--- config.mk ---
export PLATFORM = sky130hd
export DESIGN_NAME = uart_icb_seq
export DESIGN_NICKNAME = d
export VERILOG_FILES = /design/src/rtl/uart_seq_pkg.sv /design/src/rtl/uart_icb_xact.sv /design/src/rtl/uart_icb_seq.sv
export SDC_FILE = /design/constraint.sdc
export NUM_CORES = 1
export LEC_CHECK = 0
export BUFFER_PORTS_ARGS = -buffer_cell sky130_fd_sc_hd__buf_2
export CAP_MARGIN = 10
export CORE_UTILIZATION = 46
export CTS_BUF_LIST = sky130_fd_sc_hd__clkbuf_8
export DETAILED_ROUTE_END_ITERATION = 7
export HOLD_SLACK_MARGIN = 0.05
export PLACE_DENSITY_LB_ADDON = 0.08
export SYNTH_ARGS = -nofsm -noshare
export SYNTH_HDL_FRONTEND = slang
export SYNTH_SLANG_ARGS = --single-unit
export TNS_END_PERCENT = 30
--- constraint.sdc ---
create_clock -name clk -period 2.9 [get_ports clk]
set_input_delay 0.145 -clock clk [delete_from_list [all_inputs] [get_ports clk]]
set_output_delay 0.145 -clock clk [all_outputs]
set_load 0.05 [all_outputs]
--- src/rtl/uart_seq_pkg.sv ---
// ---------------------------------------------------------------------------
// uart_seq_pkg
// Shared definitions for the UART-over-ICB sequencer:
//   - default UART register map (CSR / CTRL / DATA) and the CSR "rx byte
//     available" bit position,
//   - default poll budget and poll counter width,
//   - sequencer state enum and single-transaction phase enum.
// No ports (package).
// ---------------------------------------------------------------------------
package uart_seq_pkg;

  localparam logic [31:0] UART_CSR_ADDR  = 32'h0000_0000;
  localparam logic [31:0] UART_CTRL_ADDR = 32'h0000_0004;
  localparam logic [31:0] UART_DATA_ADDR = 32'h0000_0008;

  localparam int unsigned UART_STAT_BIT = 4;
  localparam int unsigned UART_POLL_MAX = 1024;

  // 11 bits covers POLL_MAX up to 2048; the counter never exceeds POLL_MAX-1.
  localparam int unsigned POLL_CNT_W = 11;

  typedef enum logic [2:0] {
    ST_IDLE     = 3'd0,
    ST_CFG_CSR  = 3'd1,
    ST_CFG_CTRL = 3'd2,
    ST_READY    = 3'd3,
    ST_WR_DATA  = 3'd4,
    ST_POLL     = 3'd5,
    ST_RD_DATA  = 3'd6,
    ST_OUT      = 3'd7
  } seq_state_e;

  typedef enum logic [1:0] {
    PH_IDLE = 2'd0,
    PH_CMD  = 2'd1,
    PH_RSP  = 2'd2
  } xact_phase_e;

endpackage

--- src/rtl/uart_icb_xact.sv ---
// ---------------------------------------------------------------------------
// uart_icb_xact
// Runs exactly one ICB transaction at a time: a CMD phase (valid held with
// stable addr/read/wdata until ready) followed by an RSP phase (rsp_ready
// held until rsp_valid).
// Ports:
//   clk, rst_n          clock, asynchronous active-low reset
//   start               request a transaction; accepted when idle or in the
//                       cycle the previous response completes
//   addr/read/wdata     transaction attributes, captured on acceptance
//   done                one-cycle pulse on the response handshake
//   rdata               response data, valid while done=1
//   icb_cmd_*           ICB command channel (master side)
//   icb_rsp_*           ICB response channel (master side)
// ---------------------------------------------------------------------------
module uart_icb_xact
  import uart_seq_pkg::*;
(
  input  logic        clk,
  input  logic        rst_n,
  input  logic        start,
  input  logic [31:0] addr,
  input  logic        read,
  input  logic [31:0] wdata,
  output logic        done,
  output logic [31:0] rdata,
  output logic        icb_cmd_valid,
  input  logic        icb_cmd_ready,
  output logic [31:0] icb_cmd_addr,
  output logic        icb_cmd_read,
  output logic [31:0] icb_cmd_wdata,
  input  logic        icb_rsp_valid,
  output logic        icb_rsp_ready,
  input  logic [31:0] icb_rsp_rdata
);

  xact_phase_e phase_q, phase_d;
  logic [31:0] addr_q, addr_d;
  logic        read_q, read_d;
  logic [31:0] wdata_q, wdata_d;
  logic        accept;

  assign done  = (phase_q == PH_RSP) && icb_rsp_valid;
  assign rdata = icb_rsp_rdata;

  // A new command may be accepted in the very cycle the previous response
  // lands, so back-to-back transactions have no idle gap; there is still
  // never more than one outstanding.
  assign accept = (phase_q == PH_IDLE) || done;

  always_comb begin
    phase_d = phase_q;
    addr_d  = addr_q;
    read_d  = read_q;
    wdata_d = wdata_q;
    case (phase_q)
      PH_CMD: if (icb_cmd_ready) phase_d = PH_RSP;
      PH_RSP: if (icb_rsp_valid) phase_d = PH_IDLE;
      default: ;
    endcase
    if (start && accept) begin
      phase_d = PH_CMD;
      addr_d  = addr;
      read_d  = read;
      wdata_d = wdata;
    end
  end

  always_ff @(posedge clk or negedge rst_n) begin
    if (!rst_n) begin
      phase_q <= PH_IDLE;
      addr_q  <= '0;
      read_q  <= 1'b0;
      wdata_q <= '0;
    end else begin
      phase_q <= phase_d;
      addr_q  <= addr_d;
      read_q  <= read_d;
      wdata_q <= wdata_d;
    end
  end

  assign icb_cmd_valid = (phase_q == PH_CMD);
  assign icb_cmd_addr  = addr_q;
  assign icb_cmd_read  = read_q;
  assign icb_cmd_wdata = wdata_q;
  assign icb_rsp_ready = (phase_q == PH_RSP);

endmodule

--- src/rtl/uart_icb_seq.sv ---
// ---------------------------------------------------------------------------
// uart_icb_seq
// Drives a memory-mapped UART over an ICB bus: writes CSR and CTRL on
// cfg_start, then for each tx byte writes DATA, polls CSR until the rx-ready
// bit is set (bounded by POLL_MAX), reads DATA and presents the byte on the
// rx handshake.
// Ports:
//   clk, rst_n                  clock, asynchronous active-low reset
//   cfg_start, cfg_csr, cfg_ctrl  configuration request and register values
//   cfg_done                    configuration complete (level)
//   busy                        high outside IDLE/READY
//   err_timeout                 sticky: CSR poll budget exhausted
//   tx_valid/tx_ready/tx_data   byte-in handshake
//   rx_valid/rx_ready/rx_data   byte-out handshake
//   icb_cmd_*, icb_rsp_*        ICB master interface
// ---------------------------------------------------------------------------
module uart_icb_seq
  import uart_seq_pkg::*;
#(
  parameter logic [31:0] CSR_ADDR  = UART_CSR_ADDR,
  parameter logic [31:0] CTRL_ADDR = UART_CTRL_ADDR,
  parameter logic [31:0] DATA_ADDR = UART_DATA_ADDR,
  parameter int unsigned STAT_BIT  = UART_STAT_BIT,
  parameter int unsigned POLL_MAX  = UART_POLL_MAX
) (
  input  logic        clk,
  input  logic        rst_n,
  input  logic        cfg_start,
  input  logic [31:0] cfg_csr,
  input  logic [31:0] cfg_ctrl,
  output logic        cfg_done,
  output logic        busy,
  output logic        err_timeout,
  input  logic        tx_valid,
  output logic        tx_ready,
  input  logic [7:0]  tx_data,
  output logic        rx_valid,
  input  logic        rx_ready,
  output logic [7:0]  rx_data,
  output logic        icb_cmd_valid,
  input  logic        icb_cmd_ready,
  output logic [31:0] icb_cmd_addr,
  output logic        icb_cmd_read,
  output logic [31:0] icb_cmd_wdata,
  input  logic        icb_rsp_valid,
  output logic        icb_rsp_ready,
  input  logic [31:0] icb_rsp_rdata
);

  localparam logic [POLL_CNT_W:0] POLL_LIMIT = (POLL_CNT_W+1)'(POLL_MAX);

  seq_state_e            state_q, state_d;
  logic [POLL_CNT_W-1:0] poll_cnt_q, poll_cnt_d;
  logic [7:0]            rx_data_q, rx_data_d;
  logic                  cfg_done_q, cfg_done_d;
  logic                  err_timeout_q, err_timeout_d;

  logic                  x_start;
  logic [31:0]           x_addr;
  logic                  x_read;
  logic [31:0]           x_wdata;
  logic                  x_done;
  logic [31:0]           x_rdata;

  logic                  go_cfg;
  logic [POLL_CNT_W:0]   poll_next;

  // Only the status bit and the low data byte matter; the rest of the
  // response word is deliberately dropped.
  logic                  unused_rdata;
  assign unused_rdata = ^x_rdata;

  assign go_cfg    = cfg_start && ((state_q == ST_IDLE) || (state_q == ST_READY));
  assign poll_next = {1'b0, poll_cnt_q} + 1'b1;

  // Each bus state issues its command in the cycle the state is entered:
  // x_start is raised on the transition into it (or on a re-poll), so the
  // command appears on the bus one cycle later.
  always_comb begin
    state_d       = state_q;
    poll_cnt_d    = poll_cnt_q;
    rx_data_d     = rx_data_q;
    cfg_done_d    = cfg_done_q;
    err_timeout_d = err_timeout_q;
    x_start       = 1'b0;
    x_addr        = CSR_ADDR;
    x_read        = 1'b0;
    x_wdata       = '0;

    if (go_cfg) begin
      state_d       = ST_CFG_CSR;
      cfg_done_d    = 1'b0;
      err_timeout_d = 1'b0;
      x_start       = 1'b1;
      x_addr        = CSR_ADDR;
      x_wdata       = cfg_csr;
    end else begin
      case (state_q)
        ST_CFG_CSR: if (x_done) begin
          state_d = ST_CFG_CTRL;
          x_start = 1'b1;
          x_addr  = CTRL_ADDR;
          x_wdata = cfg_ctrl;
        end
        ST_CFG_CTRL: if (x_done) begin
          state_d    = ST_READY;
          cfg_done_d = 1'b1;
        end
        ST_READY: if (tx_valid) begin
          state_d = ST_WR_DATA;
          x_start = 1'b1;
          x_addr  = DATA_ADDR;
          x_wdata = {24'b0, tx_data};
        end
        ST_WR_DATA: if (x_done) begin
          state_d    = ST_POLL;
          poll_cnt_d = '0;
          x_start    = 1'b1;
          x_addr     = CSR_ADDR;
          x_read     = 1'b1;
        end
        ST_POLL: if (x_done) begin
          if (x_rdata[STAT_BIT]) begin
            state_d = ST_RD_DATA;
            x_start = 1'b1;
            x_addr  = DATA_ADDR;
            x_read  = 1'b1;
          end else if (poll_next < POLL_LIMIT) begin
            poll_cnt_d = poll_next[POLL_CNT_W-1:0];
            x_start    = 1'b1;
            x_addr     = CSR_ADDR;
            x_read     = 1'b1;
          end else begin
            state_d       = ST_READY;
            err_timeout_d = 1'b1;
          end
        end
        ST_RD_DATA: if (x_done) begin
          state_d   = ST_OUT;
          rx_data_d = x_rdata[7:0];
        end
        ST_OUT: if (rx_ready) state_d = ST_READY;
        default: ;
      endcase
    end
  end

  always_ff @(posedge clk or negedge rst_n) begin
    if (!rst_n) begin
      state_q       <= ST_IDLE;
      poll_cnt_q    <= '0;
      rx_data_q     <= '0;
      cfg_done_q    <= 1'b0;
      err_timeout_q <= 1'b0;
    end else begin
      state_q       <= state_d;
      poll_cnt_q    <= poll_cnt_d;
      rx_data_q     <= rx_data_d;
      cfg_done_q    <= cfg_done_d;
      err_timeout_q <= err_timeout_d;
    end
  end

  uart_icb_xact u_xact (
    .clk           (clk),
    .rst_n         (rst_n),
    .start         (x_start),
    .addr          (x_addr),
    .read          (x_read),
    .wdata         (x_wdata),
    .done          (x_done),
    .rdata         (x_rdata),
    .icb_cmd_valid (icb_cmd_valid),
    .icb_cmd_ready (icb_cmd_ready),
    .icb_cmd_addr  (icb_cmd_addr),
    .icb_cmd_read  (icb_cmd_read),
    .icb_cmd_wdata (icb_cmd_wdata),
    .icb_rsp_valid (icb_rsp_valid),
    .icb_rsp_ready (icb_rsp_ready),
    .icb_rsp_rdata (icb_rsp_rdata)
  );

  // A simultaneous cfg_start wins over a tx byte in READY, so tx_ready is
  // withheld in that cycle rather than accepting a byte that would be lost.
  assign tx_ready    = (state_q == ST_READY) && !cfg_start;
  assign rx_valid    = (state_q == ST_OUT);
  assign rx_data     = rx_data_q;
  assign busy        = (state_q != ST_IDLE) && (state_q != ST_READY);
  assign cfg_done    = cfg_done_q;
  assign err_timeout = err_timeout_q;

endmodule

==> report_table.html, run 1 <==
<table>
<tr><th>Metric</th><th>Value</th></tr>
<tr><th colspan="2">Global route</th></tr>
<tr><td>GR Overflow Total</td><td>0</td></tr>
<tr><td>Pin count of the biggest net entering global routing</td><td>62</td></tr>
<tr><td>First-pass GRT wire length</td><td>12740 um</td></tr>
<tr><td>Total GRT Usage</td><td>0.2191</td></tr>
<tr><td>Initial antenna violation count</td><td>0</td></tr>
<tr><td>Number of global-route vias before repair</td><td>roughly 2700</td></tr>
<tr><th colspan="2">Logic synthesis</th></tr>
<tr><td>Area fraction of the dominant cell type after synthesis</td><td>0.4500</td></tr>
<tr><td>Synthesis-stage register bit count</td><td>61</td></tr>
<tr><td>Number of standard cells after synthesis</td><td>about 330</td></tr>
<tr><td>Synthesized area</td><td>0.003392 mm^2</td></tr>
<tr><td>Portion of the post-synthesis area used by sequential elements</td><td>0.4500</td></tr>
<tr><td>Synth warnings</td><td>0</td></tr>
<tr><td>Post-synth EDFFs</td><td>0</td></tr>
<tr><td>Fraction of synthesis flops using an asynchronous set or reset pin</td><td>1.000</td></tr>
<tr><td>Synth Area per Inst</td><td>10.25 um^2</td></tr>
<tr><td>Cell taking the most area after synthesis</td><td>dfrtp_1</td></tr>
<tr><td>Number of distinct library cell variants in the gate-level netlist after synthesis</td><td>50</td></tr>
<tr><td>Top cells by area, synth</td><td>dfrtp_1, buf_4, a22o_1</td></tr>
<tr><td>Top_reg_cell synth</td><td>dfrtp_1</td></tr>
<tr><th colspan="2">CTS</th></tr>
<tr><td>Clock network latency to the later pin of the worst-skew pair</td><td>between 300 and 400 ps</td></tr>
<tr><td>TritonCTS clock tree</td><td>built</td></tr>
<tr><td>Library cell used as clock root buffer</td><td>clkbuf_8</td></tr>
<tr><td>Maximum level of the CTS H-tree</td><td>3</td></tr>
<tr><td>CTS-repair resized insts</td><td>0</td></tr>
<tr><td>Clock slew at the register clock pins of the worst setup and hold paths</td><td>70 ps</td></tr>
<tr><td>Maximum count of clock buffers along a single path</td><td>2</td></tr>
<tr><td>Number of sinks on the clock net</td><td>roughly 60</td></tr>
<tr><td>Number of CTS-inserted buffers</td><td>9</td></tr>
<tr><td>Number of buffers inserted by post-CTS setup repair</td><td>0</td></tr>
<tr><th colspan="2">Min path</th></tr>
<tr><td>Hold Crit Start</td><td>cfg_csr[15]</td></tr>
<tr><td>Path class of the lowest-slack min-delay path</td><td>primary input to flop</td></tr>
<tr><th colspan="2">Timing</th></tr>
<tr><td>Sum of negative setup slack</td><td>0 ps</td></tr>
<tr><td>Clock tree skew after final layout</td><td>between 8 and 9 ps</td></tr>
<tr><td>Minimum clock period</td><td>2527 ps</td></tr>
<tr><td>Final period util</td><td>0.8713</td></tr>
<tr><td>Slew at the pin closest to its max-slew limit</td><td>804.1 ps</td></tr>
<tr><td>Max-Slew Margin vs Limit</td><td>0.4640</td></tr>
<tr><td>Final Max Tran Viols</td><td>0</td></tr>
<tr><td>Final number of hold-violating endpoints</td><td>0</td></tr>
<tr><td>Highest Clock Rate</td><td>0.3958 GHz</td></tr>
<tr><td>Slack of the critical path</td><td>373.4 ps</td></tr>
<tr><td>Total setup violations reported at the end of the flow</td><td>0</td></tr>
<tr><td>Fin Hold WS</td><td>106.6 ps</td></tr>
<tr><td>Unrepaired setup endpoints after global routing</td><td>false</td></tr>
<tr><th colspan="2">Placed design</th></tr>
<tr><td>Number of buffers added on ports</td><td>136</td></tr>
<tr><td>Placer's final routability congestion estimate</td><td>0.8084</td></tr>
<tr><td>Area post-placement</td><td>0.004121 mm^2</td></tr>
<tr><td>DP HPWL</td><td>5973 um</td></tr>
<tr><td>DP Worst Slack</td><td>about 120 ps</td></tr>
<tr><th colspan="2">Flow run</th></tr>
<tr><td>Max cap viols</td><td>0</td></tr>
<tr><th colspan="2">Detailed routing</th></tr>
<tr><td>Number of nets still failing antenna checks after routing</td><td>0</td></tr>
<tr><td>DR vias</td><td>3011</td></tr>
<tr><td>Count of routing violations after the opening detailed-route iteration</td><td>85</td></tr>
<tr><td>Post-detailed-route wirelength per cell</td><td>~14 um</td></tr>
<tr><td>Detailed-route vias per instance</td><td>5.147</td></tr>
<tr><td>Pre-antenna DRT Iters</td><td>4</td></tr>
<tr><td>Residual DRC</td><td>0</td></tr>
<tr><td>Routed Wire Length</td><td>8301 um</td></tr>
<tr><th colspan="2">Die</th></tr>
<tr><td>Overall die area</td><td>about 0.0077 mm^2</td></tr>
<tr><td>Count of boundary I/O pins</td><td>191</td></tr>
<tr><td>Overall die width</td><td>just under 90 um</td></tr>
<tr><td>Number of placement rows</td><td>30</td></tr>
<tr><td>Initial core utilization</td><td>0.4885</td></tr>
<tr><td>Core ar.</td><td>0.006944 mm^2</td></tr>
<tr><td>Die height</td><td>87.87 um</td></tr>
<tr><th colspan="2">Worst setup path</th></tr>
<tr><td>Critical R2R Launch</td><td>poll_cnt_q[1]</td></tr>
<tr><td>Critical path launch point type</td><td>flop</td></tr>
<tr><td>Arrival time reported for the critical path endpoint</td><td>approximately 2700 ps</td></tr>
<tr><td>Crit path launch</td><td>poll_cnt_q[1]</td></tr>
<tr><td>Worst reg-to-reg setup slack</td><td>370 ps</td></tr>
<tr><td>Crit path kind</td><td>flop to flop</td></tr>
<tr><td>Kind of end point of the critical path</td><td>flop</td></tr>
<tr><td>Worst Path Max Fanout</td><td>18</td></tr>
<tr><td>Data required time of the critical path</td><td>between 3000 and 4000 ps</td></tr>
<tr><th colspan="2">Final layout</th></tr>
<tr><td>Multi-input logic area</td><td>approximately 0.0017 mm^2</td></tr>
<tr><td>Share of post-route cells with drive strength above 1</td><td>0.3906</td></tr>
<tr><td>Synth-to-layout area growth</td><td>29.21%</td></tr>
<tr><td>Most common cell after layout, fill and taps aside</td><td>buf_2</td></tr>
<tr><td>Count of inserted antenna diode cells</td><td>0</td></tr>
<tr><td>Fill cell instance count of the final layout</td><td>620</td></tr>
<tr><td>Post-layout nets</td><td>596</td></tr>
<tr><td>Leading cell types in the layout, fill and taps excluded</td><td>buf_2, dfrtp_1, conb_1, nand2_1, a22o_1</td></tr>
<tr><td>Post-route cell area</td><td>0.004383 mm^2</td></tr>
<tr><td>Sequential cell area in the final layout</td><td>0.001526 mm^2</td></tr>
<tr><th colspan="2">Power and ir drop</th></tr>
<tr><td>P per Cell Area</td><td>892.0 mW/mm^2</td></tr>
<tr><td>Leak Pwr</td><td>2.417 nW</td></tr>
<tr><td>Peak supply drop</td><td>543.7 uV</td></tr>
<tr><th colspan="2">Status</th></tr>
<tr><td>Outcome</td><td>finished, final reports clean</td></tr>
</table>
==> power by group <==
group / internal (mW) / switching, mW
Sequential: 1.09 / 0.150
Combinational: 0.605 / 1.45
Clock: 0.297 / 0.321
==> cells by family after synthesis <==
family,Yosys count,share of synthesized area
and+or+nand+nor,85,0.1361
muxes,26,0.08558
buffers and inverters,56,0.09996
DFF,61,0.4500
AOI/OAI and AO/OA,97,0.2132
xor gates and xnor gates,4,0.01033
other,1,0.001106
adders and majority gates,1,0.003688
==> state kept, by name, indices dropped and copies added (netlist names) <==
signal	cells
u_xact.phase_q	2
u_xact.icb_cmd_wdata	32
err_timeout	1
cfg_done	1
poll_cnt_q	11
rx_data	8
u_xact.icb_cmd_addr	2
state_q	3
u_xact.icb_cmd_read	1
==> cell type report <==
| class | count | share of cell area |
|---|---|---|
| clock buffer | 9 | 0.02826 |
| clock inverter | 7 | 0.007993 |
| inverter | 7 | 0.005995 |
| multi-input combinational | 244 | 0.3788 |
| sequential | 61 | 0.3483 |
| tap | 96 | 0.02741 |
| timing repair buffer | 161 | 0.2033 |
==> per-stage QoR <==
stage | power, mW | util | cells
2_1_floorplan | 2.792 | - | 360
3_5_place_dp | 3.284 | 0.5935 | 559
5_1_grt | 4.128 | 0.6312 | 585
4_1_cts | 3.921 | 0.6294 | 584
6_report | 3.910 | 0.6312 | 585
3_3_place_gp | 3.257 | 0.5935 | 559
==> cells in the mapped netlist, types with 7 or more instances <==
cell type,instances
dfrtp_1,61
buf_4,31
a22o_1,24
nand2_1,24
a21o_1,21
mux2_2,16
nor2_1,14
clkbuf_1,12
o21ai_0,12
a21oi_1,10
a22oi_1,9
mux2_1,8
inv_1,7
==> critical path: stages (launching register included) <==
cell and delay [ps]:
dfrtp_1 410, ha_1 220, and4_1 240, a31oi_1 110, a311o_1 450, a22oi_4 570
mux2_2 400
==> metal layers <==
layer  global-route usage  vias up  wire length, um
met4              0.08942        0               72
met5                    0        -                0
met1               0.2747     1432             3546
met3              0.05561        4              486
met2               0.3615      115             4195
li1                     -     1460                -
==> what timing repair did <==
action | 4_1_cts | 5_1_grt
hold buffers | 9 | 0
endpoints found under the setup margin | 0 | 13
hold endpoints to repair | 69 | 0
==> path summary, 6_finish.rpt <==
kind,to,cells after the start
max,u_xact.icb_cmd_wdata[7],6
min,u_xact.icb_cmd_wdata[15],3
max reg2reg,u_xact.icb_cmd_wdata[7],6
min reg2reg,u_xact.icb_cmd_wdata[25],1
max in group asynchronous,rx_data[4],3
min in group asynchronous,poll_cnt_q[2],3
Power figures use the tool's default switching activity.
==> run 2: changes to the inputs <==
--- a/config.mk
+++ b/config.mk
@@ -11,7 +11,9 @@
 export CTS_BUF_LIST = sky130_fd_sc_hd__clkbuf_8
 export DETAILED_ROUTE_END_ITERATION = 7
 export HOLD_SLACK_MARGIN = 0.05
+export MAX_ROUTING_LAYER = met4
 export PLACE_DENSITY_LB_ADDON = 0.08
+export RECOVER_POWER = 50
 export SYNTH_ARGS = -nofsm -noshare
 export SYNTH_HDL_FRONTEND = slang
 export SYNTH_SLANG_ARGS = --single-unit
==> report_table.html, run 2 (same netlist as run 1, synthesis figures left out) <==
<table>
<tr><th>Metric</th><th>Value</th></tr>
<tr><th colspan="2">Status</th></tr>
<tr><td>Outcome</td><td>finished, final reports clean</td></tr>
<tr><th colspan="2">Detailed routing</th></tr>
<tr><td>Number of nets still failing antenna checks after routing</td><td>0 (unchanged)</td></tr>
<tr><td>Pre-antenna DRT Iters</td><td>4 (unchanged)</td></tr>
<tr><td>Count of routing violations after the opening detailed-route iteration</td><td>83 (-2.4%)</td></tr>
<tr><td>Detailed-route vias per instance</td><td>5.174 (+0.53%)</td></tr>
<tr><td>DR vias</td><td>3027 (+0.53%)</td></tr>
<tr><td>Post-detailed-route wirelength per cell</td><td>14.15 um (-0.29%)</td></tr>
<tr><td>Residual DRC</td><td>0 (unchanged)</td></tr>
<tr><td>Routed Wire Length</td><td>8277 um (-0.29%)</td></tr>
<tr><th colspan="2">Final layout</th></tr>
<tr><td>Synth-to-layout area growth</td><td>27.48%</td></tr>
<tr><td>Number of standard cells in the final layout excluding fillers</td><td>585 (unchanged)</td></tr>
<tr><td>Leading cell types in the layout, fill and taps excluded</td><td>buf_2, dfrtp_1, clkbuf_1, conb_1</td></tr>
<tr><td>Post-layout nets</td><td>596 (unchanged)</td></tr>
<tr><td>Flip-flop count of the largest register, all copies and words added</td><td>32 (unchanged)</td></tr>
<tr><td>Share of post-route cells with drive strength above 1</td><td>0.2986 (-0.09202)</td></tr>
<tr><td>Count of inserted antenna diode cells</td><td>0 (unchanged)</td></tr>
<tr><td>Post-route cell area</td><td>0.004324 mm^2 (-1.3%)</td></tr>
<tr><td>Most common cell after layout, fill and taps aside</td><td>buf_2</td></tr>
<tr><td>Final cell utilization of the core</td><td>0.6227 (-0.008468)</td></tr>
<tr><th colspan="2">Timing</th></tr>
<tr><td>Highest Clock Rate</td><td>0.3935 GHz (-0.57%)</td></tr>
<tr><td>Final number of hold-violating endpoints</td><td>0 (unchanged)</td></tr>
<tr><td>Sum of negative setup slack</td><td>0 ps (unchanged)</td></tr>
<tr><td>Clock tree skew after final layout</td><td>7.466 ps (-1.354 ps)</td></tr>
<tr><td>Minimum clock period</td><td>2541 ps (+14.44 ps)</td></tr>
<tr><td>Max-Slew Margin vs Limit</td><td>0.01440 (-0.4496)</td></tr>
<tr><td>Fin Hold WS</td><td>104.1 ps (-2.534 ps)</td></tr>
<tr><td>Final period util</td><td>0.8762 (+0.004980)</td></tr>
<tr><td>Slack of the critical path</td><td>358.9 ps (-14.44 ps)</td></tr>
<tr><td>Slew at the pin closest to its max-slew limit</td><td>1478 ps (+674.3 ps)</td></tr>
<tr><td>Unrepaired setup endpoints after global routing</td><td>false</td></tr>
<tr><td>Total setup violations reported at the end of the flow</td><td>0 (unchanged)</td></tr>
<tr><td>Final Max Tran Viols</td><td>0 (unchanged)</td></tr>
<tr><th colspan="2">Power and ir drop</th></tr>
<tr><td>Share of total power in combinational logic</td><td>0.517 (-0.008)</td></tr>
<tr><td>Sequential Power Share</td><td>0.322 (+0.005)</td></tr>
<tr><td>Sw Pwr</td><td>1.928 mW (+0.40%)</td></tr>
<tr><td>Peak supply drop</td><td>529.0 uV (-2.7%)</td></tr>
<tr><td>Fraction of power spent switching nets</td><td>0.4997 (+0.008547)</td></tr>
<tr><td>P per Cell Area</td><td>892.2 mW/mm^2 (about the same)</td></tr>
<tr><td>Leak Pwr</td><td>2.245 nW (-7.1%)</td></tr>
<tr><td>Internal cell power</td><td>1.930 mW (-3.0%)</td></tr>
<tr><td>Clock share of power</td><td>0.161 (+0.003)</td></tr>
<tr><td>Final Total Pwr</td><td>3.858 mW (-1.3%)</td></tr>
<tr><th colspan="2">Min path</th></tr>
<tr><td>Hold Crit Start</td><td>cfg_csr[15]</td></tr>
<tr><td>Hold worst-path end</td><td>u_xact.icb_cmd_wdata[15]</td></tr>
<tr><td>Min-Delay Path Depth</td><td>3 (unchanged)</td></tr>
<tr><td>Path class of the lowest-slack min-delay path</td><td>primary input to flop</td></tr>
<tr><th colspan="2">Die</th></tr>
<tr><td>Die height</td><td>87.87 um (unchanged)</td></tr>
<tr><td>Overall die area</td><td>0.007721 mm^2 (unchanged)</td></tr>
<tr><td>Initial core utilization</td><td>0.4885 (unchanged)</td></tr>
<tr><td>Overall die width</td><td>87.87 um (unchanged)</td></tr>
<tr><td>Core ar.</td><td>0.006944 mm^2 (unchanged)</td></tr>
<tr><td>Number of placement rows</td><td>30 (unchanged)</td></tr>
<tr><td>Count of boundary I/O pins</td><td>191 (unchanged)</td></tr>
<tr><th colspan="2">Global route</th></tr>
<tr><td>GR Overflow Total</td><td>0 (unchanged)</td></tr>
<tr><td>Pin count of the biggest net entering global routing</td><td>62 (unchanged)</td></tr>
<tr><td>Number of global-route vias before repair</td><td>2703 (+0.26%)</td></tr>
<tr><td>Initial antenna violation count</td><td>0 (unchanged)</td></tr>
<tr><td>First-pass GRT wire length</td><td>12730 um (-0.11%)</td></tr>
<tr><td>Total GRT Usage</td><td>0.2266 (+0.007430)</td></tr>
<tr><th colspan="2">Worst setup path</th></tr>
<tr><td>Destination of the worst register-to-register timing path</td><td>u_xact.icb_cmd_wdata[7]</td></tr>
<tr><td>Critical path launch point type</td><td>flop</td></tr>
<tr><td>Slowest cell delay on critical path</td><td>590 ps (+20 ps)</td></tr>
<tr><td>Kind of end point of the critical path</td><td>flop</td></tr>
<tr><td>Arrival time reported for the critical path endpoint</td><td>2750 ps (about the same)</td></tr>
<tr><td>Crit path kind</td><td>flop to flop</td></tr>
<tr><td>Worst Path Max Fanout</td><td>18 (unchanged)</td></tr>
<tr><td>Slowest stage cell, crit path</td><td>a22oi_4</td></tr>
<tr><td>Worst Reg2Reg Path Length in Cells</td><td>6 (unchanged)</td></tr>
<tr><td>Critical R2R Launch</td><td>poll_cnt_q[1]</td></tr>
<tr><td>Worst reg-to-reg setup slack</td><td>360 ps (about the same)</td></tr>
<tr><td>Bufs and invs on worst path</td><td>0 (unchanged)</td></tr>
<tr><td>Critical path cell sequence</td><td>ha_1 &gt; and4_1 &gt; a31oi_1 &gt; a311o_1 &gt; a22oi_4 &gt; mux2_2</td></tr>
<tr><td>Gate family responsible for the most delay along the worst path</td><td>compound AO/OA/AOI/OAI gates</td></tr>
<tr><td>Data required time of the critical path</td><td>3110 ps (about the same)</td></tr>
<tr><th colspan="2">CTS</th></tr>
<tr><td>Number of sinks on the clock net</td><td>61 (unchanged)</td></tr>
<tr><td>Maximum count of clock buffers along a single path</td><td>2 (unchanged)</td></tr>
<tr><td>Number of CTS-inserted buffers</td><td>9 (unchanged)</td></tr>
<tr><td>TritonCTS clock tree</td><td>built</td></tr>
<tr><td>Number of buffers inserted by post-CTS setup repair</td><td>0 (unchanged)</td></tr>
<tr><td>Maximum level of the CTS H-tree</td><td>3 (unchanged)</td></tr>
<tr><td>Library cell used as clock root buffer</td><td>clkbuf_8</td></tr>
<tr><td>Clock slew at the register clock pins of the worst setup and hold paths</td><td>70 ps (about the same)</td></tr>
<tr><td>Clock network latency to the later pin of the worst-skew pair</td><td>330 ps (about the same)</td></tr>
<tr><th colspan="2">Placed design</th></tr>
<tr><td>Placer's final routability congestion estimate</td><td>0.8203 (+1.5%)</td></tr>
<tr><td>DP HPWL</td><td>5973 um (unchanged)</td></tr>
<tr><td>Area post-placement</td><td>0.004121 mm^2 (unchanged)</td></tr>
<tr><td>DP Worst Slack</td><td>120.7 ps (unchanged)</td></tr>
<tr><td>Dpl cells</td><td>559 (unchanged)</td></tr>
<tr><td>Number of buffers added on ports</td><td>136 (unchanged)</td></tr>
<tr><th colspan="2">Flow run</th></tr>
<tr><td>Max cap viols</td><td>0 (unchanged)</td></tr>
</table>
[run 2: changes by cell type in the layout (fill, tap and decap cells not counted)]
cell,change
buf_2,-45
buf_4,-1
clkbuf_1,+45
clkbuf_2,+1
[run 2: how the worst max path moves through the flow]
stage	from	end	slack, ps	cells past startpoint
floorplan	state_q[0]	u_xact.icb_cmd_addr[3]	680	7
global placement	poll_cnt_q[1]	u_xact.icb_cmd_wdata[9]	180	6
detailed placement	poll_cnt_q[1]	u_xact.icb_cmd_wdata[7]	120	6
CTS	poll_cnt_q[1]	u_xact.icb_cmd_wdata[7]	110	6
global route	poll_cnt_q[1]	u_xact.icb_cmd_wdata[8]	220	6
finish	poll_cnt_q[1]	u_xact.icb_cmd_wdata[7]	360	6
[run 2: power by group through the flow]
stage	combinational (mW)	clock [mW]	sequential, mW
floorplan	0.853	0	1.94
global placement	2.02	0	1.24
detailed placement	2.04	0	1.25
CTS	2.05	0.638	1.24
global route	2.13	0.675	1.28
finish	1.99	0.621	1.24
[run 2: final cells by class]
type	count	area (um^2)
Timing Repair Buffer	161	832.0
Fill cell	631	2620
Clock inverter	7	35.03
Sequential cell	61	1526
Clock buffer	9	123.9
Multi-Input combinational cell	244	1660
Inverter	7	26.28
Tap cell	96	120.1
[run 2: routing by layer]
metal,global-route usage,share of wire,up-vias
li1,-,-,1462
met1,0.2759,0.43,1429
met2,0.3615,0.50,129
met3,0.05278,0.059,7
met4,0.09389,0.012,0
met5,-,0,-
[run 2: timing repair]
action / in CTS / in global routing
resized for setup: 0 / 0
endpoints found under the hold margin: 69 / 0
endpoints found under the setup margin: 0 / 12
hold buffers: 9 / 0
[run 2: tightest hold or removal path, stage by stage]
cell    delay (ps)
buf_2           80
a22o_1         110
a21o_1          70
==> run 3: changes to the inputs <==
--- a/config.mk
+++ b/config.mk
@@ -7,8 +7,8 @@
 export LEC_CHECK = 0
 export BUFFER_PORTS_ARGS = -buffer_cell sky130_fd_sc_hd__buf_2
 export CAP_MARGIN = 10
-export CORE_UTILIZATION = 46
-export CTS_BUF_LIST = sky130_fd_sc_hd__clkbuf_8
+export CORE_UTILIZATION = 45
+export CTS_BUF_LIST = sky130_fd_sc_hd__clkbuf_8 sky130_fd_sc_hd__clkbuf_16
 export DETAILED_ROUTE_END_ITERATION = 7
 export HOLD_SLACK_MARGIN = 0.05
 export MAX_ROUTING_LAYER = met4
==> report_table.html, run 3 (same netlist as run 1, synthesis figures left out) <==
<table>
<tr><th>Metric</th><th>Value</th></tr>
<tr><th colspan="2">Final layout</th></tr>
<tr><td>Share of post-route cells with drive strength above 1</td><td>0.3374 (+0.03888)</td></tr>
<tr><td>Most common cell after layout, fill and taps aside</td><td>buf_2</td></tr>
<tr><td>Fill cell instance count of the final layout</td><td>677 (+7.3%)</td></tr>
<tr><td>Count of inserted antenna diode cells</td><td>0 (unchanged)</td></tr>
<tr><td>Leading cell types in the layout, fill and taps excluded</td><td>buf_2, dfrtp_1, conb_1, clkbuf_1</td></tr>
<tr><td>Flip-flop count of the largest register, all copies and words added</td><td>32 (unchanged)</td></tr>
<tr><td>Synth-to-layout area growth</td><td>28.26%</td></tr>
<tr><td>Sequential cell area in the final layout</td><td>0.001526 mm^2 (unchanged)</td></tr>
<tr><td>Post-layout nets</td><td>595 (-0.17%)</td></tr>
<tr><td>Multi-input logic area</td><td>0.001660 mm^2 (unchanged)</td></tr>
<tr><th colspan="2">Timing</th></tr>
<tr><td>Minimum clock period</td><td>2531 ps (-9.856 ps)</td></tr>
<tr><td>Clock tree skew after final layout</td><td>8.596 ps (+1.131 ps)</td></tr>
<tr><td>Final Max Tran Viols</td><td>0 (unchanged)</td></tr>
<tr><td>Max-Slew Margin vs Limit</td><td>0.1986 (+0.1842)</td></tr>
<tr><td>Unrepaired setup endpoints after global routing</td><td>false</td></tr>
<tr><td>Final period util</td><td>0.8728 (-0.003399)</td></tr>
<tr><td>Sum of negative setup slack</td><td>0 ps (unchanged)</td></tr>
<tr><td>Final number of hold-violating endpoints</td><td>0 (unchanged)</td></tr>
<tr><td>Highest Clock Rate</td><td>0.3951 GHz (+0.39%)</td></tr>
<tr><td>Slew at the pin closest to its max-slew limit</td><td>1202 ps (-276.3 ps)</td></tr>
<tr><td>Total setup violations reported at the end of the flow</td><td>0 (unchanged)</td></tr>
<tr><th colspan="2">Die</th></tr>
<tr><td>Initial core utilization</td><td>0.4677 (-0.02081)</td></tr>
<tr><td>Overall die width</td><td>88.82 um (+1.1%)</td></tr>
<tr><td>Overall die area</td><td>0.007889 mm^2 (+2.2%)</td></tr>
<tr><td>Core ar.</td><td>0.007253 mm^2 (+4.5%)</td></tr>
<tr><td>Count of boundary I/O pins</td><td>191 (unchanged)</td></tr>
<tr><td>Number of placement rows</td><td>31 (+3.3%)</td></tr>
<tr><td>Die height</td><td>88.82 um (+1.1%)</td></tr>
<tr><th colspan="2">CTS</th></tr>
<tr><td>Maximum count of clock buffers along a single path</td><td>2 (unchanged)</td></tr>
<tr><td>CTS-repair resized insts</td><td>0 (unchanged)</td></tr>
<tr><td>Clock network latency to the later pin of the worst-skew pair</td><td>330 ps (about the same)</td></tr>
<tr><td>Maximum level of the CTS H-tree</td><td>3 (unchanged)</td></tr>
<tr><td>TritonCTS clock tree</td><td>built</td></tr>
<tr><td>Number of CTS-inserted buffers</td><td>9 (unchanged)</td></tr>
<tr><td>Clock slew at the register clock pins of the worst setup and hold paths</td><td>70 ps (about the same)</td></tr>
<tr><td>Library cell used as clock root buffer</td><td>clkbuf_8</td></tr>
<tr><td>Number of sinks on the clock net</td><td>61 (unchanged)</td></tr>
<tr><th colspan="2">Global route</th></tr>
<tr><td>First-pass GRT wire length</td><td>12780 um (+0.38%)</td></tr>
<tr><td>Number of global-route vias before repair</td><td>2742 (+1.4%)</td></tr>
<tr><td>Pin count of the biggest net entering global routing</td><td>36 (-42%)</td></tr>
<tr><td>Initial antenna violation count</td><td>0 (unchanged)</td></tr>
<tr><td>Total GRT Usage</td><td>0.2213 (-0.005278)</td></tr>
<tr><td>GR Overflow Total</td><td>0 (unchanged)</td></tr>
<tr><th colspan="2">Worst setup path</th></tr>
<tr><td>Crit path kind</td><td>flop to flop</td></tr>
<tr><td>Data required time of the critical path</td><td>3110 ps (about the same)</td></tr>
<tr><td>Worst Path Max Fanout</td><td>18 (unchanged)</td></tr>
<tr><td>Arrival time reported for the critical path endpoint</td><td>2740 ps (about the same)</td></tr>
<tr><td>Kind of end point of the critical path</td><td>flop</td></tr>
<tr><td>Critical path launch point type</td><td>flop</td></tr>
<tr><th colspan="2">Detailed routing</th></tr>
<tr><td>Residual DRC</td><td>0 (unchanged)</td></tr>
<tr><td>Routed Wire Length</td><td>8370 um (+1.1%)</td></tr>
<tr><td>Number of nets still failing antenna checks after routing</td><td>0 (unchanged)</td></tr>
<tr><td>Post-detailed-route wirelength per cell</td><td>14.31 um (+1.1%)</td></tr>
<tr><td>Pre-antenna DRT Iters</td><td>4 (unchanged)</td></tr>
<tr><td>Count of routing violations after the opening detailed-route iteration</td><td>132 (+59%)</td></tr>
<tr><td>Detailed-route vias per instance</td><td>5.256 (+1.6%)</td></tr>
<tr><td>DR vias</td><td>3075 (+1.6%)</td></tr>
<tr><th colspan="2">Power and ir drop</th></tr>
<tr><td>P per Cell Area</td><td>913.2 mW/mm^2 (+2.4%)</td></tr>
<tr><td>Leak Pwr</td><td>2.308 nW (+2.8%)</td></tr>
<tr><td>Peak supply drop</td><td>522.8 uV (-1.2%)</td></tr>
<tr><td>Final Total Pwr</td><td>3.973 mW (+3.0%)</td></tr>
<tr><th colspan="2">Min path</th></tr>
<tr><td>Path class of the lowest-slack min-delay path</td><td>primary input to flop</td></tr>
<tr><th colspan="2">Placed design</th></tr>
<tr><td>DP HPWL</td><td>6103 um (+2.2%)</td></tr>
<tr><td>Number of buffers added on ports</td><td>136 (unchanged)</td></tr>
<tr><td>Placer's final routability congestion estimate</td><td>0.9063 (+10%)</td></tr>
<tr><th colspan="2">Flow run</th></tr>
<tr><td>Max cap viols</td><td>0 (unchanged)</td></tr>
<tr><th colspan="2">Status</th></tr>
<tr><td>Outcome</td><td>finished, final reports clean</td></tr>
</table>
-- run 3: final timing paths --
path | startpoint | cells after the start | endpoint | slack, ps
max in group asynchronous | rst_n | 3 | u_xact.icb_cmd_wdata[9] | 700
min in group asynchronous | rst_n | 2 | state_q[2] | 550
worst max register to register | poll_cnt_q[1] | 6 | u_xact.icb_cmd_wdata[10] | 370
worst min-delay path | icb_rsp_rdata[3] | 2 | rx_data[3] | 70
worst max-delay path | poll_cnt_q[1] | 6 | u_xact.icb_cmd_wdata[10] | 370
worst min register to register | u_xact.icb_cmd_wdata[19] | 1 | u_xact.icb_cmd_wdata[19] | 470
-- run 3: layout make-up --
class	instances	share of cell area
flip-flops and latches	61	0.3509
clock buffers	9	0.02847
inverters	7	0.006040
repair buffers	160	0.1921
clock inverters	5	0.01237
multi-input cells	244	0.3817
well taps	99	0.02847
-- run 3: critical path, stage by stage (launching register included) --
cell and delay [ps]:
dfrtp_1 410, ha_1 230, and4_1 230, a31oi_1 110
a311o_1 440, a22oi_4 580, mux2_2 410
-- run 3: where the power goes --
part           internal [mW]  total, mW  switching [mW]
clock network          0.384      0.701           0.317
registers               1.09       1.23           0.142
logic                  0.583       2.04            1.46
-- run 3: per-stage QoR --
step           hold WS (ps)  cell area (um^2)  utilization  std cells  setup slack [ps]
2_1_floorplan        -150.6              3501            -        360             675.6
3_3_place_gp          129.0              4133       0.5698        563             157.2
3_5_place_dp          123.4              4133       0.5698        563             117.0
4_1_cts               54.92              4380       0.6039        584             100.2
5_1_grt               64.67              4350       0.5998        585             201.7
6_report              65.41              4350       0.5998        585             368.8
-- run 3: timing repair --
action / in CTS / in global routing
setup buffers: 0 / 0
endpoints found under the hold margin: 22 / 0
hold buffers: 7 / 0
setup endpoints to repair: 0 / 14
-- run 3: metal layers --
layer	vias up	global-route usage	share of wire
met1	1466	0.2834	0.44
met5	-	-	0
li1	1463	-	-
met3	17	0.04104	0.060
met4	0	0.1012	0.017
met2	129	0.3406	0.48
